==> src/rtl/bist_sequencer.sv <==
// bist_sequencer: built-in self-test sequencer for the equation datapath.
// Drives NUM_PATTERNS LFSR operand pairs into the datapath and alternates the
// equation select. It compacts the returned results into an 8-bit MISR and
// compares the final signature against GOLDEN_SIG.
// Optional feature: define BIST_AUTO_START_EN to launch a run automatically on
// the first edge after reset deasserts.
module bist_sequencer #(
  parameter int         NUM_PATTERNS = 16,          // 2..255
  parameter int         DUT_LAT      = 1,           // 1..4
  parameter logic [7:0] GOLDEN_SIG   = 8'h00
) (
  input  logic       clk,
  input  logic       rst,
  input  logic       start_bist,
  input  logic [7:0] dut_result,
  output logic [7:0] dut_a,
  output logic [7:0] dut_b,
  output logic       sel_eq,
  output logic       vec_valid,
  output logic       bist_active,
  output logic       bist_done,
  output logic       bist_pass,
  output logic [7:0] signature
);

  localparam logic [2:0] S_IDLE    = 3'd0;
  localparam logic [2:0] S_RUN     = 3'd1;
  localparam logic [2:0] S_DRAIN   = 3'd2;
  localparam logic [2:0] S_COMPARE = 3'd3;
  localparam logic [2:0] S_DONE    = 3'd4;

  localparam logic [15:0] LFSR_SEED  = 16'hACE1;
  localparam logic [7:0]  LAST_PAT   = 8'(NUM_PATTERNS - 1);
  localparam logic [1:0]  LAST_DRAIN = 2'(DUT_LAT - 1);

  logic [2:0]         state;
  logic [15:0]        lfsr;
  logic [7:0]         misr;
  logic [7:0]         pat_cnt;
  logic [1:0]         drain_cnt;
  logic [DUT_LAT-1:0] vpipe;      // vec_valid delayed to line up with dut_result
  logic               done_q;
  logic               pass_q;
  logic               start_req;
  logic               lfsr_fb;
  logic               misr_fb;

`ifdef BIST_AUTO_START_EN
  logic auto_pend;

  // Pending auto-start: set during reset, consumed on the first free edge.
  always_ff @(posedge clk) begin
    if (rst) auto_pend <= 1'b1;
    else     auto_pend <= 1'b0;
  end

  assign start_req = start_bist | auto_pend;
`else
  assign start_req = start_bist;
`endif

  assign lfsr_fb = lfsr[15] ^ lfsr[13] ^ lfsr[12] ^ lfsr[10];
  assign misr_fb = misr[7] ^ misr[5] ^ misr[4] ^ misr[3];

  // Sequencer FSM, LFSR, pattern/drain counters, valid pipe and MISR.
  // NOTE: every register here uses non-blocking assignment so that all state
  // updates see the pre-edge values, whatever order the statements appear in.
  always_ff @(posedge clk) begin
    if (rst) begin
      state     <= S_IDLE;
      lfsr      <= LFSR_SEED;
      misr      <= 8'h00;
      pat_cnt   <= 8'h00;
      drain_cnt <= 2'd0;
      vpipe     <= '0;
      done_q    <= 1'b0;
      pass_q    <= 1'b0;
    end else begin
      vpipe[0] <= vec_valid;
      for (int i = 1; i < DUT_LAT; i++) vpipe[i] <= vpipe[i-1];
      if (vpipe[DUT_LAT-1]) misr <= {misr[6:0], misr_fb} ^ dut_result;

      case (state)
        S_IDLE, S_DONE: begin
          if (start_req) begin
            // Later assignments to misr/vpipe override the defaults above.
            state     <= S_RUN;
            lfsr      <= LFSR_SEED;
            misr      <= 8'h00;
            pat_cnt   <= 8'h00;
            drain_cnt <= 2'd0;
            vpipe     <= '0;
            done_q    <= 1'b0;
            pass_q    <= 1'b0;
          end
        end
        S_RUN: begin
          lfsr    <= {lfsr[14:0], lfsr_fb};
          pat_cnt <= pat_cnt + 8'd1;
          if (pat_cnt == LAST_PAT) begin
            state     <= S_DRAIN;
            drain_cnt <= 2'd0;
          end
        end
        S_DRAIN: begin
          drain_cnt <= drain_cnt + 2'd1;
          if (drain_cnt == LAST_DRAIN) state <= S_COMPARE;
        end
        S_COMPARE: begin
          pass_q <= (misr == GOLDEN_SIG);
          done_q <= 1'b1;
          state  <= S_DONE;
        end
        default: state <= S_IDLE;
      endcase
    end
  end

  // Vector outputs are live only in RUN; zero everywhere else.
  // NOTE: each output gets a default first so no path leaves it unassigned,
  // which would otherwise infer a latch.
  always_comb begin
    dut_a     = 8'h00;
    dut_b     = 8'h00;
    sel_eq    = 1'b0;
    vec_valid = 1'b0;
    if (state == S_RUN) begin
      dut_a     = lfsr[15:8];
      dut_b     = lfsr[7:0];
      sel_eq    = pat_cnt[0];
      vec_valid = 1'b1;
    end
  end

  assign bist_active = (state == S_RUN) || (state == S_DRAIN) || (state == S_COMPARE);
  assign bist_done   = done_q;
  assign bist_pass   = pass_q;
  assign signature   = misr;

endmodule
==> config.mk <==
export PLATFORM = sky130hd
export DESIGN_NAME = bist_sequencer
export DESIGN_NICKNAME = d
export VERILOG_FILES = /design/src/rtl/bist_sequencer.sv
export SDC_FILE = /design/constraint.sdc
export NUM_CORES = 1
export LEC_CHECK = 0
export BUFFER_PORTS_ARGS = -buffer_cell sky130_fd_sc_hd__buf_2
export CAP_MARGIN = 5
export CORE_MARGIN = 8
export CORE_UTILIZATION = 35
export DETAILED_ROUTE_END_ITERATION = 8
export PLACE_DENSITY = 0.6
export SETUP_SLACK_MARGIN = 0.05
export SLEW_MARGIN = 40
export SYNTH_ARGS = -nofsm -noshare
export SYNTH_HDL_FRONTEND = slang
export SYNTH_SLANG_ARGS = --single-unit
==> constraint.sdc <==
create_clock -name clk -period 1.9 [get_ports clk]
set_input_delay 0 -clock clk [delete_from_list [all_inputs] [get_ports clk]]
set_output_delay 0 -clock clk [all_outputs]
set_load 0.03 [all_outputs]
==> run_summary.xml, run 1 <==
<?xml version="1.0" encoding="UTF-8"?>
<metrics>
  <group name="timing">
    <metric name="worst-slew-pin-transition" unit="ps">485.9</metric>
    <metric name="max_clock_freq" unit="MHz">582.4</metric>
    <metric name="setup_total_neg_slack" unit="ps">0</metric>
    <metric name="finClkSkew" unit="ps">5.535</metric>
    <metric name="max_slew_margin" unit="%">67.56</metric>
    <metric name="final_hold_viol_count" unit="">0</metric>
    <metric name="finalSetupViolations" unit="">0</metric>
    <metric name="rsz0062_at_grt" unit="">no</metric>
    <metric name="maxSlewViolCount" unit="">0</metric>
    <metric name="min_period" unit="ps">1717</metric>
    <metric name="fin_crit_sh" unit="%">90.37</metric>
  </group>
  <group name="detailed_routing">
    <metric name="postRouteAntennaNets" unit="">0</metric>
    <metric name="wl_per_cell" unit="um">13.19</metric>
    <metric name="route.detailed.drc" unit="">0</metric>
    <metric name="dr.first_iter.drc_count" unit="">126</metric>
    <metric name="detailed_route_via_count" unit="">1546</metric>
    <metric name="drtPass1Iterations" unit="">4</metric>
    <metric name="vias_per_cell" unit="">4.955</metric>
    <metric name="totalWireLength" unit="um">4114</metric>
  </group>
  <group name="worst_setup_path">
    <metric name="ff2ff_path_depth" unit="">4</metric>
    <metric name="timing.critical_path.to_type" unit="">output pin</metric>
    <metric name="crit_path_launch_type" unit="">flop</metric>
    <metric name="critical_path.reg2reg.endpoint" unit="">pat_cnt[7]$_SDFFE_PP0P_</metric>
    <metric name="setup.worst_path.class" unit="">flop to output pin</metric>
    <metric name="crit_fanout" unit="">16</metric>
    <metric name="cp_data_arrival_time" unit="ps">1720</metric>
    <metric name="minimum_setup_slack_among_reg_to_reg_paths" unit="ps">330</metric>
    <metric name="crit-reg2reg-launch" unit="">state[2]$_SDFFE_PP0P_</metric>
    <metric name="worst_ep_required_time" unit="ps">1900</metric>
  </group>
  <group name="logic_synthesis">
    <metric name="main_combinational_cell_family_by_area_after_synthesis" unit="">simple AND/OR/NAND/NOR gates</metric>
    <metric name="synth_cell_type_count" unit="">41</metric>
    <metric name="muxShareOfSynthArea" unit="%">1.179</metric>
    <metric name="yosys.area_share.simple" unit="%">23.16</metric>
    <metric name="yosys_most_used_dff" unit="">sky130_fd_sc_hd__dfxtp_1</metric>
    <metric name="postSynth.asyncResetShare" unit="%">0</metric>
    <metric name="number_of_flops_mapped_to_enable_cells_by_yosys" unit="">0</metric>
    <metric name="synth_seq_cells" unit="">40</metric>
    <metric name="synth.cell_area" unit="um2">1804</metric>
    <metric name="synth_compound_gate_area_share" unit="%">17.20</metric>
    <metric name="ys.warnings.count" unit="">0</metric>
    <metric name="yosys.area_share.xor_xnor" unit="%">7.559</metric>
    <metric name="postSynthAreaPerCell" unit="um2">8.844</metric>
    <metric name="postSynthNetCount" unit="">217</metric>
    <metric name="synth.yosys.seq_area_share" unit="%">44.38</metric>
    <metric name="synthesis.instances" unit="">204</metric>
    <metric name="synth_fa_ha_area_share" unit="%">1.387</metric>
  </group>
  <group name="clock_network">
    <metric name="cts_tree" unit="">done</metric>
    <metric name="htree_levels" unit="">2</metric>
    <metric name="clockBufferDepth" unit="">2</metric>
    <metric name="clock_insertion_delay_worst_skew" unit="ps">290</metric>
    <metric name="cts.sink_count" unit="">40</metric>
    <metric name="cts_hold_buf" unit="">0</metric>
    <metric name="cts-buffers-inserted" unit="">5</metric>
    <metric name="cts.reportedPaths.clkPinSlew" unit="ps">70</metric>
    <metric name="clk_root_buffer_cell" unit="">sky130_fd_sc_hd__clkbuf_8</metric>
  </group>
  <group name="placed_design">
    <metric name="port-buffer-count" unit="">39</metric>
    <metric name="placement.cell_area" unit="um2">2082</metric>
    <metric name="routabilityCongestion" unit="">0.7601</metric>
    <metric name="post-dp-hpwl" unit="um">2936</metric>
  </group>
  <group name="power_and_ir_drop">
    <metric name="total_leakage_power" unit="nW">0.8787</metric>
    <metric name="ir_drop" unit="V">0.0004650</metric>
    <metric name="power_density" unit="nW/um2">794.3</metric>
  </group>
  <group name="job">
    <metric name="maxCapViolations" unit="">0</metric>
  </group>
  <group name="floorplan">
    <metric name="chipHeight" unit="um">87.80</metric>
    <metric name="die_x" unit="um">87.80</metric>
    <metric name="pin_count" unit="">40</metric>
    <metric name="core" unit="um2">5042</metric>
    <metric name="die-area" unit="um2">7708</metric>
    <metric name="start_util" unit="%">35.78</metric>
    <metric name="placementRows" unit="">26</metric>
  </group>
  <group name="global_routing">
    <metric name="gr-usage-met2" unit="%">17.03</metric>
    <metric name="grt.total_usage" unit="%">11.12</metric>
    <metric name="grt_pass1_vias" unit="">1487</metric>
    <metric name="top_usage_layer" unit="">met2</metric>
    <metric name="grt_start_max_net_pins" unit="">26</metric>
    <metric name="grt_total_ovfl" unit="">0</metric>
    <metric name="grt_first_pass_wirelength" unit="um">6900</metric>
    <metric name="antenna_found_initial" unit="">0</metric>
    <metric name="met3_layer_usage_reported_by_global_route" unit="%">3.659</metric>
    <metric name="use_met1" unit="%">14.21</metric>
  </group>
  <group name="min_path">
    <metric name="type_of_the_most_critical_hold_path" unit="">input port to flop</metric>
    <metric name="min_from" unit="">dut_result[2]</metric>
    <metric name="timing.hold.worst_endpoint" unit="">signature[2]$_SDFF_PP0_</metric>
    <metric name="hold_critical_path_depth" unit="">3</metric>
  </group>
  <group name="finish">
    <metric name="drive_above_1_share" unit="%">23.14</metric>
    <metric name="most_frequent_cells_in_the_layout" unit="">sky130_fd_sc_hd__dfxtp_1, sky130_fd_sc_hd__buf_2, sky130_fd_sc_hd__nor2_1</metric>
    <metric name="synthToLayoutAreaGrowth" unit="%">19.35</metric>
    <metric name="diodes" unit="">0</metric>
    <metric name="final_common_cell" unit="">sky130_fd_sc_hd__dfxtp_1</metric>
    <metric name="design.final.nets" unit="">257</metric>
    <metric name="finalInstanceArea" unit="um2">2153</metric>
  </group>
  <group name="outcome">
    <metric name="result_of_the_run" unit="">finished clean</metric>
  </group>
</metrics>
==> cells in the mapped netlist, types with 2 or more instances <==
| library cell | number | area, um2 |
|---|---|---|
| sky130_fd_sc_hd__a211o_1 | 7 | 61.31 |
| sky130_fd_sc_hd__nand2b_1 | 5 | 31.28 |
| sky130_fd_sc_hd__nor2_1 | 27 | 101.4 |
| sky130_fd_sc_hd__a21oi_1 | 19 | 95.09 |
| sky130_fd_sc_hd__buf_6 | 2 | 22.52 |
| sky130_fd_sc_hd__xnor2_1 | 11 | 96.34 |
| sky130_fd_sc_hd__and2_1 | 19 | 118.9 |
| sky130_fd_sc_hd__a211oi_1 | 8 | 60.06 |
| sky130_fd_sc_hd__nand2_1 | 8 | 30.03 |
| sky130_fd_sc_hd__o311ai_0 | 2 | 17.52 |
| sky130_fd_sc_hd__buf_2 | 3 | 15.01 |
| sky130_fd_sc_hd__clkbuf_2 | 2 | 10.01 |
| sky130_fd_sc_hd__o211ai_1 | 2 | 15.01 |
| sky130_fd_sc_hd__nand3_1 | 5 | 25.02 |
| sky130_fd_sc_hd__inv_1 | 4 | 15.01 |
| sky130_fd_sc_hd__clkbuf_1 | 5 | 18.77 |
| sky130_fd_sc_hd__dfxtp_1 | 40 | 800.8 |
| sky130_fd_sc_hd__nand3b_1 | 2 | 15.01 |
| sky130_fd_sc_hd__ha_1 | 2 | 25.02 |
| sky130_fd_sc_hd__o21ai_0 | 5 | 25.02 |
| sky130_fd_sc_hd__xor2_1 | 2 | 17.52 |
| sky130_fd_sc_hd__or4_1 | 2 | 15.01 |
| sky130_fd_sc_hd__nor4_1 | 4 | 25.02 |
==> layout make-up <==
cell class	count	area, um2
clock buffers	5	68.82
fillers	510	2889
multi-input cells	146	913.4
repair buffers	47	267.8
flip-flops and latches	40	800.8
well taps	70	87.58
inverters	4	15.01
==> metrics by stage <==
stage | worst slack, ps | utilization, % | std cells | power [mW] | hold WS [ps]
after floorplan | 145.6 | - | 204 | 1.130 | 101.5
after global placement | 272.2 | 41.29 | 307 | 1.222 | 310.5
after detailed placement | 257.6 | 41.29 | 307 | 1.223 | 310.7
after CTS | 70.74 | 42.66 | 312 | 1.725 | 3.750
after global routing | 77.26 | 42.70 | 312 | 1.786 | 10.78
final | 183.0 | 42.70 | 312 | 1.710 | 9.666
==> critical path, cell delays in order, from the launching register on <==
cell                      delay (ps)
sky130_fd_sc_hd__dfxtp_1         310
sky130_fd_sc_hd__or3b_4          450
sky130_fd_sc_hd__inv_2           160
sky130_fd_sc_hd__buf_12          150
sky130_fd_sc_hd__and2_1          150
sky130_fd_sc_hd__buf_2           200
==> registers in the layout (all words and copies together), names as in the netlist <==
| name | cells |
|---|---|
| state | 3 |
| signature | 8 |
| drain_cnt | 2 |
| bist_done | 1 |
| lfsr | 16 |
| bist_pass | 1 |
| pat_cnt | 8 |
| vpipe | 1 |
==> power breakdown <==
part / internal, mW / switching (mW) / leakage [nW]
combinational: 0.120 / 0.186 / 0.517
sequential: 0.871 / 0.0283 / 0.325
clock: 0.237 / 0.268 / 0.0359
total: 1.23 / 0.483 / 0.879
==> what timing repair did <==
item / in CTS / in global routing
setup endpoints to repair: 11 / 11
setup buffers: 0 / 0
gates resized for setup: 1 / 1
pin swaps: 0 / 0
==> kinds of logic after synthesis <==
kind of cell    after synthesis
compound gates               48
xor+xnor                     14
fa+ha+maj                     2
buf+inv                      18
flops                        40
mux                           2
simple gates                 80
==> layer usage <==
layer / part of all wire [%] / wire (um)
met4: 1.2 / 51
met3: 5.1 / 211
met5: 0 / 0
met1: 50 / 2040
met2: 44 / 1811
==> worst max-delay path by stage <==
stage                                      from                      end  slack (ps)  depth (start not counted)
after floorplan           state[2]$_SDFFE_PP0P_     lfsr[1]$_SDFFE_PP0P_         150                          8
after global placement    state[2]$_SDFFE_PP0P_  pat_cnt[7]$_SDFFE_PP0P_         270                          4
after detailed placement  state[2]$_SDFFE_PP0P_  pat_cnt[3]$_SDFFE_PP0P_         260                          5
after CTS                 state[2]$_SDFFE_PP0P_                 dut_b[4]          70                          5
after global routing      state[2]$_SDFFE_PP0P_                 dut_b[5]          80                          5
final                     state[2]$_SDFFE_PP0P_                 dut_b[5]         180                          5
No activity file was read; power rests on OpenSTA's default activity.
==> run 2: changes to the inputs <==
--- a/config.mk
+++ b/config.mk
@@ -5,12 +5,14 @@
 export SDC_FILE = /design/constraint.sdc
 export NUM_CORES = 1
 export LEC_CHECK = 0
+export ABC_AREA = 1
 export BUFFER_PORTS_ARGS = -buffer_cell sky130_fd_sc_hd__buf_2
-export CAP_MARGIN = 5
+export CAP_MARGIN = 20
 export CORE_MARGIN = 8
 export CORE_UTILIZATION = 35
 export DETAILED_ROUTE_END_ITERATION = 8
-export PLACE_DENSITY = 0.6
+export PLACE_DENSITY = 0.59
+export RECOVER_POWER = 100
 export SETUP_SLACK_MARGIN = 0.05
 export SLEW_MARGIN = 40
 export SYNTH_ARGS = -nofsm -noshare
==> run_summary.xml, run 2 <==
<?xml version="1.0" encoding="UTF-8"?>
<metrics>
  <group name="floorplan">
    <metric name="start_util" unit="%">36.43</metric>
    <metric name="placementRows" unit="">26</metric>
    <metric name="chipHeight" unit="um">88.91</metric>
    <metric name="core" unit="um2">5107</metric>
    <metric name="pin_count" unit="">40</metric>
    <metric name="die-area" unit="um2">7905</metric>
    <metric name="die_x" unit="um">88.91</metric>
  </group>
  <group name="finish">
    <metric name="fillers" unit="">560</metric>
    <metric name="design.final.nets" unit="">317</metric>
    <metric name="multi_input_comb_area" unit="um2">868.3</metric>
    <metric name="drive_above_1_share" unit="%">11.18</metric>
    <metric name="layout.area.seq" unit="um2">800.8</metric>
    <metric name="diodes" unit="">0</metric>
    <metric name="registers.top_by_ff_count" unit="">lfsr</metric>
    <metric name="synthToLayoutAreaGrowth" unit="%">19.44</metric>
    <metric name="largest_register_ffs" unit="">16</metric>
    <metric name="most_frequent_cells_in_the_layout" unit="">sky130_fd_sc_hd__nand2_1, sky130_fd_sc_hd__nor2_1, sky130_fd_sc_hd__dfxtp_1</metric>
    <metric name="finalInstanceArea" unit="um2">2222</metric>
    <metric name="final_common_cell" unit="">sky130_fd_sc_hd__nand2_1</metric>
  </group>
  <group name="global_routing">
    <metric name="grt.total_usage" unit="%">11.87</metric>
    <metric name="grt_first_pass_wirelength" unit="um">7417</metric>
    <metric name="grt_pass1_vias" unit="">1659</metric>
    <metric name="grt_total_ovfl" unit="">0</metric>
    <metric name="grt_start_max_net_pins" unit="">23</metric>
    <metric name="antenna_found_initial" unit="">0</metric>
  </group>
  <group name="power_and_ir_drop">
    <metric name="total_leakage_power" unit="nW">1.016</metric>
    <metric name="ir_drop" unit="V">0.0007253</metric>
    <metric name="power_density" unit="nW/um2">1348</metric>
  </group>
  <group name="logic_synthesis">
    <metric name="synth_area_leader_cell" unit="">sky130_fd_sc_hd__dfxtp_1</metric>
    <metric name="postSynthAreaPerCell" unit="um2">7.239</metric>
    <metric name="synth_cell_type_count" unit="">26</metric>
    <metric name="library_cell_with_the_highest_instance_count_after_synthesis" unit="">sky130_fd_sc_hd__nand2_1</metric>
    <metric name="synth.cell_area" unit="um2">1861</metric>
    <metric name="synth_common_cells" unit="">sky130_fd_sc_hd__nand2_1, sky130_fd_sc_hd__nor2_1, sky130_fd_sc_hd__dfxtp_1</metric>
    <metric name="number_of_flops_mapped_to_enable_cells_by_yosys" unit="">0</metric>
    <metric name="main_combinational_cell_family_by_area_after_synthesis" unit="">simple AND/OR/NAND/NOR gates</metric>
    <metric name="yosys.area_share.simple" unit="%">27.24</metric>
    <metric name="postSynth.asyncResetShare" unit="%">0</metric>
    <metric name="synthesis.instances" unit="">257</metric>
    <metric name="ys.warnings.count" unit="">0</metric>
    <metric name="yosys.area_share.xor_xnor" unit="%">3.766</metric>
    <metric name="synth.top_cells.by_area" unit="">sky130_fd_sc_hd__dfxtp_1, sky130_fd_sc_hd__nand2_1, sky130_fd_sc_hd__nor2_1</metric>
    <metric name="synth_largest_type_area_fraction" unit="%">43.04</metric>
    <metric name="yosys_most_used_dff" unit="">sky130_fd_sc_hd__dfxtp_1</metric>
    <metric name="synth_compound_gate_area_share" unit="%">15.33</metric>
    <metric name="synth_fa_ha_area_share" unit="%">1.345</metric>
    <metric name="postSynthNetCount" unit="">270</metric>
    <metric name="synth_seq_cells" unit="">40</metric>
    <metric name="muxShareOfSynthArea" unit="%">0</metric>
    <metric name="synth.yosys.seq_area_share" unit="%">43.04</metric>
  </group>
  <group name="clock_network">
    <metric name="cts.sink_count" unit="">40</metric>
    <metric name="htree_levels" unit="">2</metric>
    <metric name="cts_tree" unit="">done</metric>
    <metric name="setup_bufs_post_cts" unit="">0</metric>
    <metric name="clk_root_buffer_cell" unit="">sky130_fd_sc_hd__clkbuf_8</metric>
    <metric name="clock_insertion_delay_worst_skew" unit="ps">290</metric>
    <metric name="cts.reportedPaths.clkPinSlew" unit="ps">80</metric>
    <metric name="cts-resized-gates" unit="">0</metric>
    <metric name="clockBufferDepth" unit="">2</metric>
    <metric name="cts-buffers-inserted" unit="">5</metric>
  </group>
  <group name="worst_setup_path">
    <metric name="worst_ep_required_time" unit="ps">1900</metric>
    <metric name="timing.critical_path.to_type" unit="">output pin</metric>
    <metric name="crit_path_launch_type" unit="">flop</metric>
    <metric name="cp_data_arrival_time" unit="ps">1700</metric>
    <metric name="crit_fanout" unit="">22</metric>
    <metric name="setup.worst_path.class" unit="">flop to output pin</metric>
  </group>
  <group name="detailed_routing">
    <metric name="postRouteAntennaNets" unit="">0</metric>
    <metric name="wl_per_cell" unit="um">11.35</metric>
    <metric name="vias_per_cell" unit="">4.604</metric>
    <metric name="detailed_route_via_count" unit="">1722</metric>
    <metric name="route.detailed.drc" unit="">0</metric>
    <metric name="dr.first_iter.drc_count" unit="">71</metric>
    <metric name="totalWireLength" unit="um">4245</metric>
    <metric name="drtPass1Iterations" unit="">4</metric>
  </group>
  <group name="timing">
    <metric name="finalSetupViolations" unit="">0</metric>
    <metric name="worst-slew-pin-transition" unit="ps">475.5</metric>
    <metric name="rsz0062_at_grt" unit="">no</metric>
    <metric name="setup_total_neg_slack" unit="ps">0</metric>
    <metric name="fin_crit_sh" unit="%">89.32</metric>
    <metric name="final_hold_viol_count" unit="">0</metric>
    <metric name="max_slew_margin" unit="%">68.09</metric>
    <metric name="finClkSkew" unit="ps">3.986</metric>
    <metric name="setup_slack" unit="ps">202.9</metric>
    <metric name="maxSlewViolCount" unit="">0</metric>
    <metric name="min_period" unit="ps">1697</metric>
    <metric name="max_clock_freq" unit="MHz">589.3</metric>
  </group>
  <group name="outcome">
    <metric name="result_of_the_run" unit="">finished clean</metric>
  </group>
  <group name="placed_design">
    <metric name="routabilityCongestion" unit="">0.7360</metric>
    <metric name="port-buffer-count" unit="">39</metric>
    <metric name="placement.cell_area" unit="um2">2126</metric>
    <metric name="preCtsSetupSlack" unit="ps">494.2</metric>
    <metric name="post-dp-hpwl" unit="um">3089</metric>
  </group>
  <group name="min_path">
    <metric name="type_of_the_most_critical_hold_path" unit="">input port to flop</metric>
  </group>
  <group name="job">
    <metric name="maxCapViolations" unit="">0</metric>
  </group>
</metrics>
[run 2: changes by cell type after synthesis, moves of 8 or more]
cell	previous run	this run
sky130_fd_sc_hd__nand3_1	5	15
sky130_fd_sc_hd__o21a_1	0	8
sky130_fd_sc_hd__inv_1	4	29
sky130_fd_sc_hd__and2_1	19	0
sky130_fd_sc_hd__nor2_1	27	43
sky130_fd_sc_hd__a211oi_1	8	0
sky130_fd_sc_hd__nand2_1	8	49
[run 2: power breakdown]
part	total, mW	internal [mW]	switching, mW
sequential	1.14	1.01	0.131
clock	0.539	0.249	0.291
combinational	1.32	0.408	0.911
[run 2: metrics by stage]
step / hold WS (ps) / util (%) / std cells / power [mW]
after global routing: 33.91 / 43.51 / 374 / 3.259
after floorplan: 189.7 / - / 257 / 2.216
after detailed placement: 295.1 / 41.62 / 361 / 2.542
after CTS: 13.78 / 44.39 / 374 / 3.096
final: 19.60 / 43.51 / 374 / 2.996
after global placement: 285.6 / 41.62 / 361 / 2.528
[run 2: final timing paths]
path	from	endpoint	slack, ps	depth (start not counted)
hold / removal	dut_result[1]	signature[1]$_SDFF_PP0_	20	3
setup / recovery	state[2]$_SDFFE_PP0P_	dut_a[6]	200	5
setup reg to reg	state[1]$_SDFFE_PP0P_	signature[7]$_SDFF_PP0_	270	6
hold reg to reg	bist_done$_SDFFE_PP0P_	bist_done$_SDFFE_PP0P_	450	2
[run 2: worst max-delay path: stages (launching register included)]
cell	delay [ps]
sky130_fd_sc_hd__dfxtp_1	310
sky130_fd_sc_hd__inv_1	130
sky130_fd_sc_hd__nand3_2	240
sky130_fd_sc_hd__buf_12	240
sky130_fd_sc_hd__nor2_1	150
sky130_fd_sc_hd__clkbuf_1	330
[run 2: final cells by class]
| cell class | count | share of cell area (%) |
|---|---|---|
| tap | 70 | 3.941 |
| timing repair buffer | 47 | 11.54 |
| multi-input combinational | 176 | 39.08 |
| sequential | 40 | 36.04 |
| clock buffer | 5 | 3.097 |
| inverter | 34 | 5.743 |
| clock inverter | 2 | 0.5631 |
[run 2: kinds of logic (layout without fill, tap and decap cells)]
family / after synthesis / count (layout)
flip-flops: 40 / 40
AO/OA/AOI/OAI: 47 / 47
adder cells (fa/ha/maj): 2 / 2
XOR/XNOR: 8 / 8
AND/OR/NAND/NOR: 119 / 119
buffers and inverters: 41 / 88
[run 2: layer usage]
metal	vias up	GRT usage (%)	part of all wire, %	wire (um)
met4	0	4.608	1.4	60
met3	7	3.860	5.7	241
li1	914	-	-	-
met1	772	13.53	47	2009
met5	-	0	0	0
met2	29	20.01	46	1934
[run 2: what timing repair did]
action,in CTS,in global routing
hold buffers,6,0
endpoints found under the hold margin,8,0
setup endpoints to repair,0,0
==> run 3: changes to the inputs <==
--- a/config.mk
+++ b/config.mk
@@ -8,10 +8,12 @@
 export ABC_AREA = 1
 export BUFFER_PORTS_ARGS = -buffer_cell sky130_fd_sc_hd__buf_2
 export CAP_MARGIN = 20
+export CELL_PAD_IN_SITES_DETAIL_PLACEMENT = 1
+export CELL_PAD_IN_SITES_GLOBAL_PLACEMENT = 1
 export CORE_MARGIN = 8
 export CORE_UTILIZATION = 35
 export DETAILED_ROUTE_END_ITERATION = 8
-export PLACE_DENSITY = 0.59
+export PLACE_DENSITY = 0.77
 export RECOVER_POWER = 100
 export SETUP_SLACK_MARGIN = 0.05
 export SLEW_MARGIN = 40
==> run_summary.xml, run 3 (synthesis results as in run 2) <==
<?xml version="1.0" encoding="UTF-8"?>
<metrics>
  <group name="timing">
    <metric name="maxSlewViolCount" unit="">0</metric>
    <metric name="min_period" unit="ps">1653</metric>
    <metric name="final_hold_viol_count" unit="">0</metric>
    <metric name="setup_total_neg_slack" unit="ps">0</metric>
    <metric name="worst-slew-pin-transition" unit="ps">447.9</metric>
    <metric name="max_clock_freq" unit="MHz">604.8</metric>
    <metric name="finClkSkew" unit="ps">6.208</metric>
    <metric name="rsz0062_at_grt" unit="">no</metric>
    <metric name="fin_crit_sh" unit="%">87.02</metric>
    <metric name="finalSetupViolations" unit="">0</metric>
    <metric name="max_slew_margin" unit="%">69.94</metric>
  </group>
  <group name="clock_network">
    <metric name="clockBufferDepth" unit="">2</metric>
    <metric name="cts_hold_buf" unit="">6</metric>
    <metric name="cts_tree" unit="">done</metric>
    <metric name="clock_insertion_delay_worst_skew" unit="ps">300</metric>
    <metric name="cts.sink_count" unit="">40</metric>
    <metric name="cts.reportedPaths.clkPinSlew" unit="ps">80</metric>
    <metric name="setup_bufs_post_cts" unit="">0</metric>
    <metric name="cts-buffers-inserted" unit="">5</metric>
    <metric name="htree_levels" unit="">2</metric>
    <metric name="clk_root_buffer_cell" unit="">sky130_fd_sc_hd__clkbuf_8</metric>
    <metric name="cts-resized-gates" unit="">0</metric>
  </group>
  <group name="worst_setup_path">
    <metric name="crit_fanout" unit="">13</metric>
    <metric name="worst_ep_required_time" unit="ps">1900</metric>
    <metric name="cp_data_arrival_time" unit="ps">1650</metric>
    <metric name="crit_path_launch_type" unit="">flop</metric>
    <metric name="worst_setup_path_startpoint" unit="">state[2]$_SDFFE_PP0P_</metric>
    <metric name="crit-reg2reg-launch" unit="">state[1]$_SDFFE_PP0P_</metric>
    <metric name="timing.critical_path.to_type" unit="">output pin</metric>
    <metric name="setup.worst_path.class" unit="">flop to output pin</metric>
  </group>
  <group name="detailed_routing">
    <metric name="vias_per_cell" unit="">4.660</metric>
    <metric name="drtPass1Iterations" unit="">4</metric>
    <metric name="detailed_route_via_count" unit="">1752</metric>
    <metric name="postRouteAntennaNets" unit="">0</metric>
    <metric name="totalWireLength" unit="um">4624</metric>
    <metric name="wl_per_cell" unit="um">12.30</metric>
    <metric name="dr.first_iter.drc_count" unit="">66</metric>
    <metric name="route.detailed.drc" unit="">0</metric>
  </group>
  <group name="global_routing">
    <metric name="grt_first_pass_wirelength" unit="um">8004</metric>
    <metric name="grt_total_ovfl" unit="">0</metric>
    <metric name="grt.total_usage" unit="%">12.83</metric>
    <metric name="grt_pass1_vias" unit="">1789</metric>
    <metric name="antenna_found_initial" unit="">0</metric>
    <metric name="grt_start_max_net_pins" unit="">19</metric>
  </group>
  <group name="floorplan">
    <metric name="start_util" unit="%">36.43</metric>
    <metric name="core" unit="um2">5107</metric>
    <metric name="placementRows" unit="">26</metric>
    <metric name="chipHeight" unit="um">88.91</metric>
    <metric name="pin_count" unit="">40</metric>
    <metric name="die-area" unit="um2">7905</metric>
    <metric name="die_x" unit="um">88.91</metric>
  </group>
  <group name="outcome">
    <metric name="result_of_the_run" unit="">finished clean</metric>
  </group>
  <group name="power_and_ir_drop">
    <metric name="cell_internal_pwr" unit="mW">1.877</metric>
    <metric name="ir_drop" unit="V">0.0005548</metric>
    <metric name="total_leakage_power" unit="nW">1.068</metric>
    <metric name="clock_power_share" unit="%">23.5</metric>
    <metric name="power_density" unit="nW/um2">1429</metric>
    <metric name="share_seq_of_total_power" unit="%">35.3</metric>
    <metric name="switching_share" unit="%">42.22</metric>
    <metric name="power.combinational.fraction" unit="%">41.3</metric>
    <metric name="reported_net_switching_power" unit="mW">1.371</metric>
    <metric name="total_power" unit="mW">3.248</metric>
  </group>
  <group name="finish">
    <metric name="synthToLayoutAreaGrowth" unit="%">22.19</metric>
    <metric name="largest_register_ffs" unit="">16</metric>
    <metric name="registers.top_by_ff_count" unit="">lfsr</metric>
    <metric name="design.final.nets" unit="">318</metric>
    <metric name="most_frequent_cells_in_the_layout" unit="">sky130_fd_sc_hd__nand2_1, sky130_fd_sc_hd__nor2_1, sky130_fd_sc_hd__dfxtp_1</metric>
    <metric name="fillers" unit="">684</metric>
    <metric name="final_common_cell" unit="">sky130_fd_sc_hd__nand2_1</metric>
    <metric name="diodes" unit="">0</metric>
    <metric name="drive_above_1_share" unit="%">15.03</metric>
    <metric name="final_cell_count_no_fill" unit="">376</metric>
  </group>
  <group name="placed_design">
    <metric name="number_of_placed_cells_counting_well_taps" unit="">362</metric>
    <metric name="post-dp-hpwl" unit="um">3502</metric>
    <metric name="port-buffer-count" unit="">39</metric>
    <metric name="routabilityCongestion" unit="">0.7753</metric>
  </group>
  <group name="job">
    <metric name="maxCapViolations" unit="">0</metric>
  </group>
  <group name="min_path">
    <metric name="type_of_the_most_critical_hold_path" unit="">input port to flop</metric>
    <metric name="min_from" unit="">dut_result[5]</metric>
  </group>
</metrics>
## run 3: worst paths after layout
| kind | endpoint | slack [ps] | depth (start not counted) |
|---|---|---|---|
| worst min-delay path | signature[5]$_SDFF_PP0_ | 10 | 3 |
| worst min register to register | bist_done$_SDFFE_PP0P_ | 450 | 2 |
| worst max-delay path | dut_a[3] | 250 | 5 |
| worst max register to register | signature[5]$_SDFF_PP0_ | 280 | 6 |
## run 3: power groups by stage
stage,sequential (mW),clock [mW],combinational [mW]
after CTS,1.15,0.784,1.41
after floorplan,1.19,0,1.03
after global placement,1.16,0,1.37
final,1.15,0.762,1.34
after global routing,1.17,0.818,1.51
after detailed placement,1.17,0,1.40
## run 3: worst max-delay path, stage by stage (launching register included)
cell                       delay (ps)
sky130_fd_sc_hd__dfxtp_1          310
sky130_fd_sc_hd__inv_1            130
sky130_fd_sc_hd__nand3_2          240
sky130_fd_sc_hd__buf_4            270
sky130_fd_sc_hd__nor2_1           170
sky130_fd_sc_hd__clkbuf_2         240
## run 3: cell type report
cell class              count  area, um2  area share [%]
flip-flops and latches     40      800.8           35.22
clock inverters             1      30.03           1.321
well taps                  70      87.58           3.853
multi-input cells         176      870.8           38.30
inverters                  34      127.6           5.614
clock buffers               7      96.34           4.238
repair buffers             48      260.3           11.45
## run 3: metal layers
metal | GRT usage [%] | part of all wire, % | vias up
met5 | 0 | 0 | -
met4 | 6.452 | 1.9 | 0
met3 | 2.849 | 4.0 | 7
met2 | 21.50 | 47 | 28
met1 | 15.01 | 47 | 803
li1 | - | - | 914
## run 3: per-stage QoR
step	utilization [%]	worst slack, ps	hold slack [ps]	instance area [um2]
detailed placement	41.52	458.2	294.4	2121
CTS	45.17	176.0	6.363	2307
global placement	41.52	487.8	294.2	2121
floorplan	-	483.3	189.7	1861
global route	44.51	51.05	28.90	2273
finish	44.51	246.6	10.72	2273
